## src/rtl/maxpool_sequencer.sv

```systemverilog
// 2x2 stride-2 max pooling over a raster pixel stream: horizontal pair maxima of even rows
// are parked in a half-width line buffer and merged with the odd-row pair to form each output.
//
// state | meaning
// IDLE  | waiting for start; counters cleared on start
// RUN   | accepting pixels, producing pooled values
// FLUSH | last pixel taken; waiting for the final result to drain
// DONE  | one-cycle completion pulse
module maxpool_sequencer #(
    parameter int DATA_W = 20,
    parameter int MAP_W  = 8,
    parameter int MAP_H  = 8
) (
    input  logic              clk,
    input  logic              rst,
    input  logic              start,
    output logic              busy,
    output logic              done,
    input  logic [DATA_W-1:0] in_data,
    input  logic              in_valid,
    output logic              in_ready,
    output logic [DATA_W-1:0] out_data,
    output logic              out_valid,
    input  logic              out_ready
);
    localparam int CW = $clog2(MAP_W);
    localparam int RW = $clog2(MAP_H);
    localparam int NB = MAP_W / 2;
    localparam int IW = (NB > 1) ? $clog2(NB) : 1;

    typedef enum logic [1:0] {S_IDLE, S_RUN, S_FLUSH, S_DONE} state_t;

    state_t            state_q, state_d;
    logic [CW-1:0]     col_q, col_d;
    logic [RW-1:0]     row_q, row_d;
    logic [DATA_W-1:0] hold_q, hold_d;
    logic [DATA_W-1:0] out_data_q, out_data_d;
    logic              out_valid_q, out_valid_d;
    logic [DATA_W-1:0] line_buf [NB];

    logic              accept;
    logic              lb_we;
    logic [IW-1:0]     lb_idx;
    logic [DATA_W-1:0] pair;
    logic [DATA_W-1:0] pooled;

    function automatic logic [DATA_W-1:0] max2(input logic [DATA_W-1:0] a,
                                               input logic [DATA_W-1:0] b);
        return (a > b) ? a : b;
    endfunction

    assign lb_idx    = IW'(col_q >> 1);
    assign out_data  = out_data_q;
    assign out_valid = out_valid_q;

    always_comb begin
        state_d     = state_q;
        col_d       = col_q;
        row_d       = row_q;
        hold_d      = hold_q;
        out_valid_d = out_valid_q;
        out_data_d  = out_data_q;
        in_ready    = 1'b0;
        busy        = 1'b0;
        done        = 1'b0;
        lb_we       = 1'b0;
        accept      = 1'b0;
        pair        = max2(hold_q, in_data);
        pooled      = max2(line_buf[lb_idx], pair);

        case (state_q)
            S_IDLE: begin
                if (start) begin
                    state_d = S_RUN;
                    col_d   = '0;
                    row_d   = '0;
                end
            end
            S_RUN: begin
                busy     = 1'b1;
                in_ready = !out_valid_q || out_ready;
            end
            S_FLUSH: begin
                busy = 1'b1;
                if (!out_valid_q || out_ready) state_d = S_DONE;
            end
            S_DONE: begin
                done    = 1'b1;
                state_d = S_IDLE;
            end
            default: state_d = S_IDLE;
        endcase

        accept = in_valid && in_ready;

        if (out_valid_q && out_ready) out_valid_d = 1'b0;

        if (accept) begin
            if (!col_q[0]) begin
                hold_d = in_data;
            end else if (!row_q[0]) begin
                lb_we = 1'b1;
            end else begin
                out_valid_d = 1'b1;
                out_data_d  = pooled;
            end

            if (col_q == CW'(MAP_W - 1)) begin
                col_d = '0;
                if (row_q == RW'(MAP_H - 1)) begin
                    row_d   = '0;
                    state_d = S_FLUSH;
                end else begin
                    row_d = row_q + 1'b1;
                end
            end else begin
                col_d = col_q + 1'b1;
            end
        end
    end

    always_ff @(posedge clk) begin
        if (rst) begin
            state_q     <= S_IDLE;
            col_q       <= '0;
            row_q       <= '0;
            hold_q      <= '0;
            out_valid_q <= 1'b0;
            out_data_q  <= '0;
        end else begin
            state_q     <= state_d;
            col_q       <= col_d;
            row_q       <= row_d;
            hold_q      <= hold_d;
            out_valid_q <= out_valid_d;
            out_data_q  <= out_data_d;
        end
    end

    // Even rows fully rewrite every entry before odd rows read it, so no reset is needed.
    always_ff @(posedge clk) begin
        if (lb_we) line_buf[lb_idx] <= pair;
    end

endmodule

```

## config.mk

```make
export PLATFORM = sky130hd
export DESIGN_NAME = maxpool_sequencer
export DESIGN_NICKNAME = d
export VERILOG_FILES = /design/src/rtl/maxpool_sequencer.sv
export SDC_FILE = /design/constraint.sdc
export NUM_CORES = 1
export LEC_CHECK = 0
export ABC_AREA = 1
export CELL_PAD_IN_SITES_DETAIL_PLACEMENT = 1
export CELL_PAD_IN_SITES_GLOBAL_PLACEMENT = 2
export CORE_MARGIN = 4
export CORE_UTILIZATION = 40
export DETAILED_ROUTE_END_ITERATION = 8
export PLACE_DENSITY = 0.83
export SLEW_MARGIN = 30
export SYNTH_ARGS = -nofsm -noshare
export SYNTH_HDL_FRONTEND = slang
export SYNTH_SLANG_ARGS = --single-unit
```

## constraint.sdc

```tcl
create_clock -name clk -period 9.65 [get_ports clk]
set_input_delay 2.895 -clock clk [delete_from_list [all_inputs] [get_ports clk]]
set_output_delay 2.895 -clock clk [all_outputs]
set_load 0.005 [all_outputs]
```

==> metrics.md, run 1 <==
| Metric | Value |
|---|---|
| Status | completed |
| H-tree Lvls | 4 |
| Die area | about 19000 um^2 |
| Final Total Pwr | between 1 and 1.5 mW |
| Post-CTS resize count | 0 |
| NumNets Final | approximately 870 |
| Post-CTS Setup Inserts | 0 |
| Skew final | between 10 and 15 ps |
| I/O pin total | between 40 and 50 |
| Proportion of layout cells with a drive suffix above 1 | between 10% and 20% |
| Unrepaired setup endpoints after global routing | no |
| Antenna viol nets, final | 0 |
| Slew headroom | 46.1% |
| Register bit total from synthesis | ~130 |
| Number of global-route vias before repair | ~5800 |
| Final worst path period need | 7500 ps |
| Yosys cell types | 32 |
| Via/cell ratio | approximately 5.2 |
| CTS Hold Buffers Added | 0 |
| Pin count of the biggest net entering global routing | 42 |
| I/O Buffers | 48 |
| Worst-skew pair later-pin latency | around 430 ps |
| Clock Path Buffers | 2 |
| Setup TNS | 0 ps |
| Critical-path maximum fanout | 21 |
| Leak pwr | 3.45 nW |
| Clock transition at path regs | approximately 60 ps |
| Max-slew violations | 0 |
| Routed length per instance | approximately 18 um |
| Clock root cell | clkbuf_16 |
| Placer Congestion | approximately 0.84 |
| Core box area | ~17000 um^2 |
| Clock tree sinks | 131 |
| CTS tree | done |
| Pwr dens | 175 nW/um^2 |
| Layout area overhead | 17.5% |
| Ys flop type | edfxtp_1 |
| Peak VDD IR | between 100 and 150 uV |
| Post-Route WL | around 18 mm |
| Initial antenna violation count | 0 |
| Mapped Cells | ~760 |
| Avg Cell Area, Syn | a little over 9 um^2 |
| Die Height | between 100 and 150 um |
| Final Hold Violating Endpoints | 0 |
| Worst Setup End Kind | flop |
| Worst Hold Class | reg2reg |
| Period utilisation layout | 77.7% |
| Max_cap viols | 0 |
| Startpoint Class | input port |
| # diodes | 0 |
| Syn_nets | about 840 |
| Measured slew at the worst slew-check pin | roughly 810 ps |
| Peak Freq | between 100 and 150 MHz |
| EDFF count, synth | 80 |
| Gr ovfl total | 0 |
| DRC Markers | 0 |
| DRT Pass-1 Iters | 5 |
| Util after Layout | 48.4% |
| Worst EP arrival | 7860 ps |
| Register area share after synthesis | around 50% |
| Starting density of the core | about two fifths |
| Setup Crit Path Kind | in2reg |
| Yosys Warn Count | 0 |
| CP required | 10000 ps |
| Syn Std Cell Area | between 6000 and 7000 um^2 |
| Async set or reset register ratio after synthesis | 0% |
| CTS Buf Count | 17 |
| First-pass GRT wire length | slightly above 30 mm |
| Rows | 47 |
| Detailed placement HPWL | between 10 and 15 mm |
| # fillers | ~2000 |
| Vias | between 5000 and 6000 |
| Chip width | between 100 and 150 um |
| Initial DRC Count | approximately 260 |
| Final setup viols | 0 |
| Gr usage total | just under 20% |
## cell usage after synthesis (all sizes together) (17+ instances only)
master / count / area share, %
inv: 112 / 6.1
o22ai: 19 / 2.5
clkbuf: 20 / 1.1
nand2: 124 / 7.6
nand3: 69 / 6.2
dfxtp: 51 / 15
a21oi: 60 / 5.3
nor2: 64 / 3.7
ha: 49 / 8.9
edfxtp: 80 / 35
o21ai: 83 / 6.0
buf: 17 / 1.7
## cell usage in the layout, fill, tap and decap left out, drive strengths merged, types with 2 or more instances in the layout
master	instances
nand2	124
inv	118
o21ai	83
edfxtp	80
nand3	69
nor2	64
a21oi	60
dfxtp	51
ha	49
clkdlybuf4s50	48
o22ai	19
clkbuf	17
buf	6
nor3	5
clkinv	5
clkinvlp	3
a21o	2
## logic make-up (layout without fill, tap and decap cells)
logic type | count (synthesis) | after routing | synth area share [%]
buffers and inverters | 149 | 198 | 8.86
and+or+nand+nor | 265 | 265 | 18.2
adders and majority gates | 49 | 49 | 8.88
AOI/OAI and AO/OA | 168 | 168 | 14.5
DFF | 131 | 131 | 49.6
## report_power, final
group | internal [mW] | switching [mW]
combinational | 0.0562 | 0.112
clock | 0.361 | 0.271
sequential | 0.610 | 0.00612
## sequential cells by signal, summed over array words and instances, names as in the netlist, named ones only
| name | count |
|---|---|
| state_q | 2 |
| line_buf | 80 |
| col_q | 3 |
| out_data | 20 |
| hold_q | 20 |
| out_valid | 1 |
| row_q | 3 |
## metrics by stage
step	area (um^2)	cells	hold WS (ps)	setup slack, ps
after CTS	8110	1031	498	1830
final	8110	1031	502	2150
after floorplan	6910	762	462	3670
after global routing	8110	1031	521	1600
after detailed placement	7540	999	489	1410
after global placement	7540	999	473	1590
## final timing paths
path,startpoint,slack [ps],endpoint,depth (start not counted)
hold reg to reg,row_q[2]$_SDFF_PP0_,500,row_q[2]$_SDFF_PP0_,2
setup reg to reg,hold_q[15]$_SDFFE_PP0P_,4830,out_data[18]$_SDFFE_PP0P_,18
hold / removal,row_q[2]$_SDFF_PP0_,500,row_q[2]$_SDFF_PP0_,2
setup / recovery,in_data[13],2150,out_data[18]$_SDFFE_PP0P_,20
## worst max-delay path, cell delays in order
cell             delay (ps)
clkdlybuf4s50_1         450
inv_1                    80
ha_1                    310
nand2_1                  80
nor2_1                  130
nand2_2                 100
nor2_2                  150
nand4_2                 430
nand2_2                 660
nand2_2                 110
nand2_1                 180
ha_1                    190
nand2_1                  80
nor2_1                  150
nand2_1                  70
nor2_1                  120
nand3_1                 580
nand2_2                 740
nand3_1                 170
a21oi_2                 150
## layer usage
metal / share of wire, % / global-route usage, % / routed length [um]
met1: 49 / 27.2 / 9090
met2: 48 / 32.3 / 8790
met3: 2.5 / 3.46 / 463
met4: 0.78 / 5.36 / 144
met5: 0 / 0 / 0
## final cells by class
cell class	instances	area, um^2	share of cell area (%)
Multi-Input combinational cell	482	2900	35.7
Inverter	112	420	5.18
Sequential cell	131	3420	42.2
Clock buffer	17	425	5.24
Clock inverter	15	149	1.84
Tap cell	220	275	3.39
Timing Repair Buffer	54	526	6.48
Note: power is estimated with default switching activity, not from simulation.
==> run 2: changes to the inputs <==
CORE_UTILIZATION = 37   (was 40)
PLACE_DENSITY = 0.78   (was 0.83)
clock period = 7 ns   (was 9.65 ns; I/O delays follow)
==> run 2 against run 1 <==
Compared with the run above:
- total power is 41% higher
- hold slack worse by 12 ps
- die area rose by 7.6%
- first-iteration DRC count is 19% lower
- global-route usage fell by 1.7 points
- combinational power grew 38%
- wire length shrank 2.3%
- register-to-register slack worse by 2000 ps
- via count down 1.3%
- sequential power increased by 38%
- non-clock buffer count increased by 4
- critical path type unchanged
==> metrics.md, run 2 (synthesis gave the netlist of run 1 again) <==
| Metric | Value |
|---|---|
| Status | completed |
| Max_cap viols | 0 |
| Internal reg-to-reg setup slack | 2850 ps |
| Layout area overhead | 18.5% |
| Number of global-route vias before repair | 5380 |
| Detailed placement HPWL | about 13 mm |
| Skew final | between 8 and 9 ps |
| Clock transition at path regs | 60 ps |
| Via/cell ratio | around 5.0 |
| Post-CTS resize count | 0 |
| CTS Hold Buffers Added | 0 |
| Period utilisation layout | roughly 86% |
| Initial antenna violation count | 0 |
| CTS tree | done |
| First-pass GRT wire length | between 20 and 30 mm |
| Final WS setup | between 900 and 1000 ps |
| CP required | 7350 ps |
| Setup Crit Path Kind | in2reg |
| H-tree Lvls | 4 |
| Routed length per instance | between 15 and 20 um |
| Rows | just under 50 |
| Slew headroom | between 40% and 50% |
| Largest Register | line_buf |
| # diodes | 0 |
| Die area | roughly 21000 um^2 |
| Final Hold Violating Endpoints | 0 |
| WHS | 490 ps |
| Chip width | roughly 140 um |
| Proportion of layout cells with a drive suffix above 1 | 14.8% |
| Peak VDD IR | between 150 and 200 uV |
| Starting density of the core | a little under two fifths |
| DRT Pass-1 Iters | 4 |
| Clock tree sinks | about 130 |
| Worst-skew pair later-pin latency | ~420 ps |
| Placer Congestion | approximately 0.79 |
| Gr usage total | approximately 18% |
| I/O pin total | 49 |
| Pwr dens | about 240 nW/um^2 |
| Clock root cell | clkbuf_16 |
| Max-slew violations | 0 |
| I/O Buffers | 48 |
| Most common cell after layout, fill and taps aside | inv_1 |
| Setup TNS | 0 ps |
| Pin count of the biggest net entering global routing | 42 |
| Final setup viols | 0 |
| Worst EP arrival | approximately 6400 ps |
| CTS Buf Count | 17 |
| Peak Freq | ~170 MHz |
| Gr ovfl total | 0 |
| Vias | 5252 |
| Post-Route WL | about 18 mm |
| Initial DRC Count | 208 |
| Final Total Pwr | approximately 2.0 mW |
| Post-Place Worst Slack | about 500 ps |
| Startpoint Class | input port |
| Worst Setup End Kind | flop |
| DRC Markers | 0 |
| Worst Hold Class | reg2reg |
| Core box area | 18100 um^2 |
| Final worst path period need | approximately 6000 ps |
| Max FFs per register | 80 |
| Antenna viol nets, final | 0 |
| Post-CTS Setup Inserts | 0 |
| Measured slew at the worst slew-check pin | 757 ps |
| Leak pwr | roughly 3.5 nW |
| Clock Path Buffers | 2 |
| Unrepaired setup endpoints after global routing | no |
| Die Height | about 140 um |
| Commonest non-fill, non-tap cells in the layout | 108 x inv_1, 101 x nand2_1, 82 x o21ai_0 |
| Critical-path maximum fanout | 21 |
| NumNets Final | approximately 880 |
run 2: metal layers:
layer  up-vias  GRT usage (%)  wire (um)
met1      2537           25.1       8880
met5         -              0          0
met4         0           5.69        248
met3        19           3.21        398
li1       2639              -          -
met2        57           28.8       8550
run 2: critical path: stages:
cell and delay [ps]:
clkdlybuf4s50_1 450, inv_1 70, ha_1 300, nand2_1 70, nor2_1 160, nand2_2 110
nor2_2 150, nand2_1 80, nand3_2 80, buf_4 230, nand2_2 380, nand2_2 190
nand2_1 120, ha_1 330, nand2_1 100, inv_1 50, nand2_1 60, nand2_1 50
nand2_1 60, nand2_1 70, nand2_1 80, nand3_2 310, nand2_1 160, buf_4 320
nand3_1 140, a21oi_2 130
run 2: layout make-up:
class / instances / area [um^2]
clock buffers: 17 / 425
clock inverters: 15 / 179
fillers: 2087 / 9960
inverters: 112 / 420
multi-input cells: 482 / 2890
flip-flops and latches: 131 / 3420
well taps: 229 / 287
repair buffers: 58 / 556
run 2: where the power goes:
part / internal, mW / switching [mW] / leakage [nW]
logic: 0.0788 / 0.152 / 2.07
registers: 0.841 / 0.00826 / 1.13
clock network: 0.562 / 0.349 / 0.288
total: 1.48 / 0.509 / 3.49
run 2: final timing paths:
check                          start  cells after the start                        end
min              row_q[1]$_SDFF_PP0_                      2        row_q[1]$_SDFF_PP0_
max                      in_data[15]                     26  out_data[10]$_SDFFE_PP0P_
min reg2reg      row_q[1]$_SDFF_PP0_                      2        row_q[1]$_SDFF_PP0_
max reg2reg  hold_q[15]$_SDFFE_PP0P_                     24  out_data[10]$_SDFFE_PP0P_
run 2: metrics by stage:
stage	cells	area, um^2	util [%]
after floorplan	762	6910	-
after global placement	1012	7580	41.8
after detailed placement	1012	7580	41.8
after CTS	1044	8180	45.1
after global routing	1044	8180	45.1
final	1044	8180	45.1
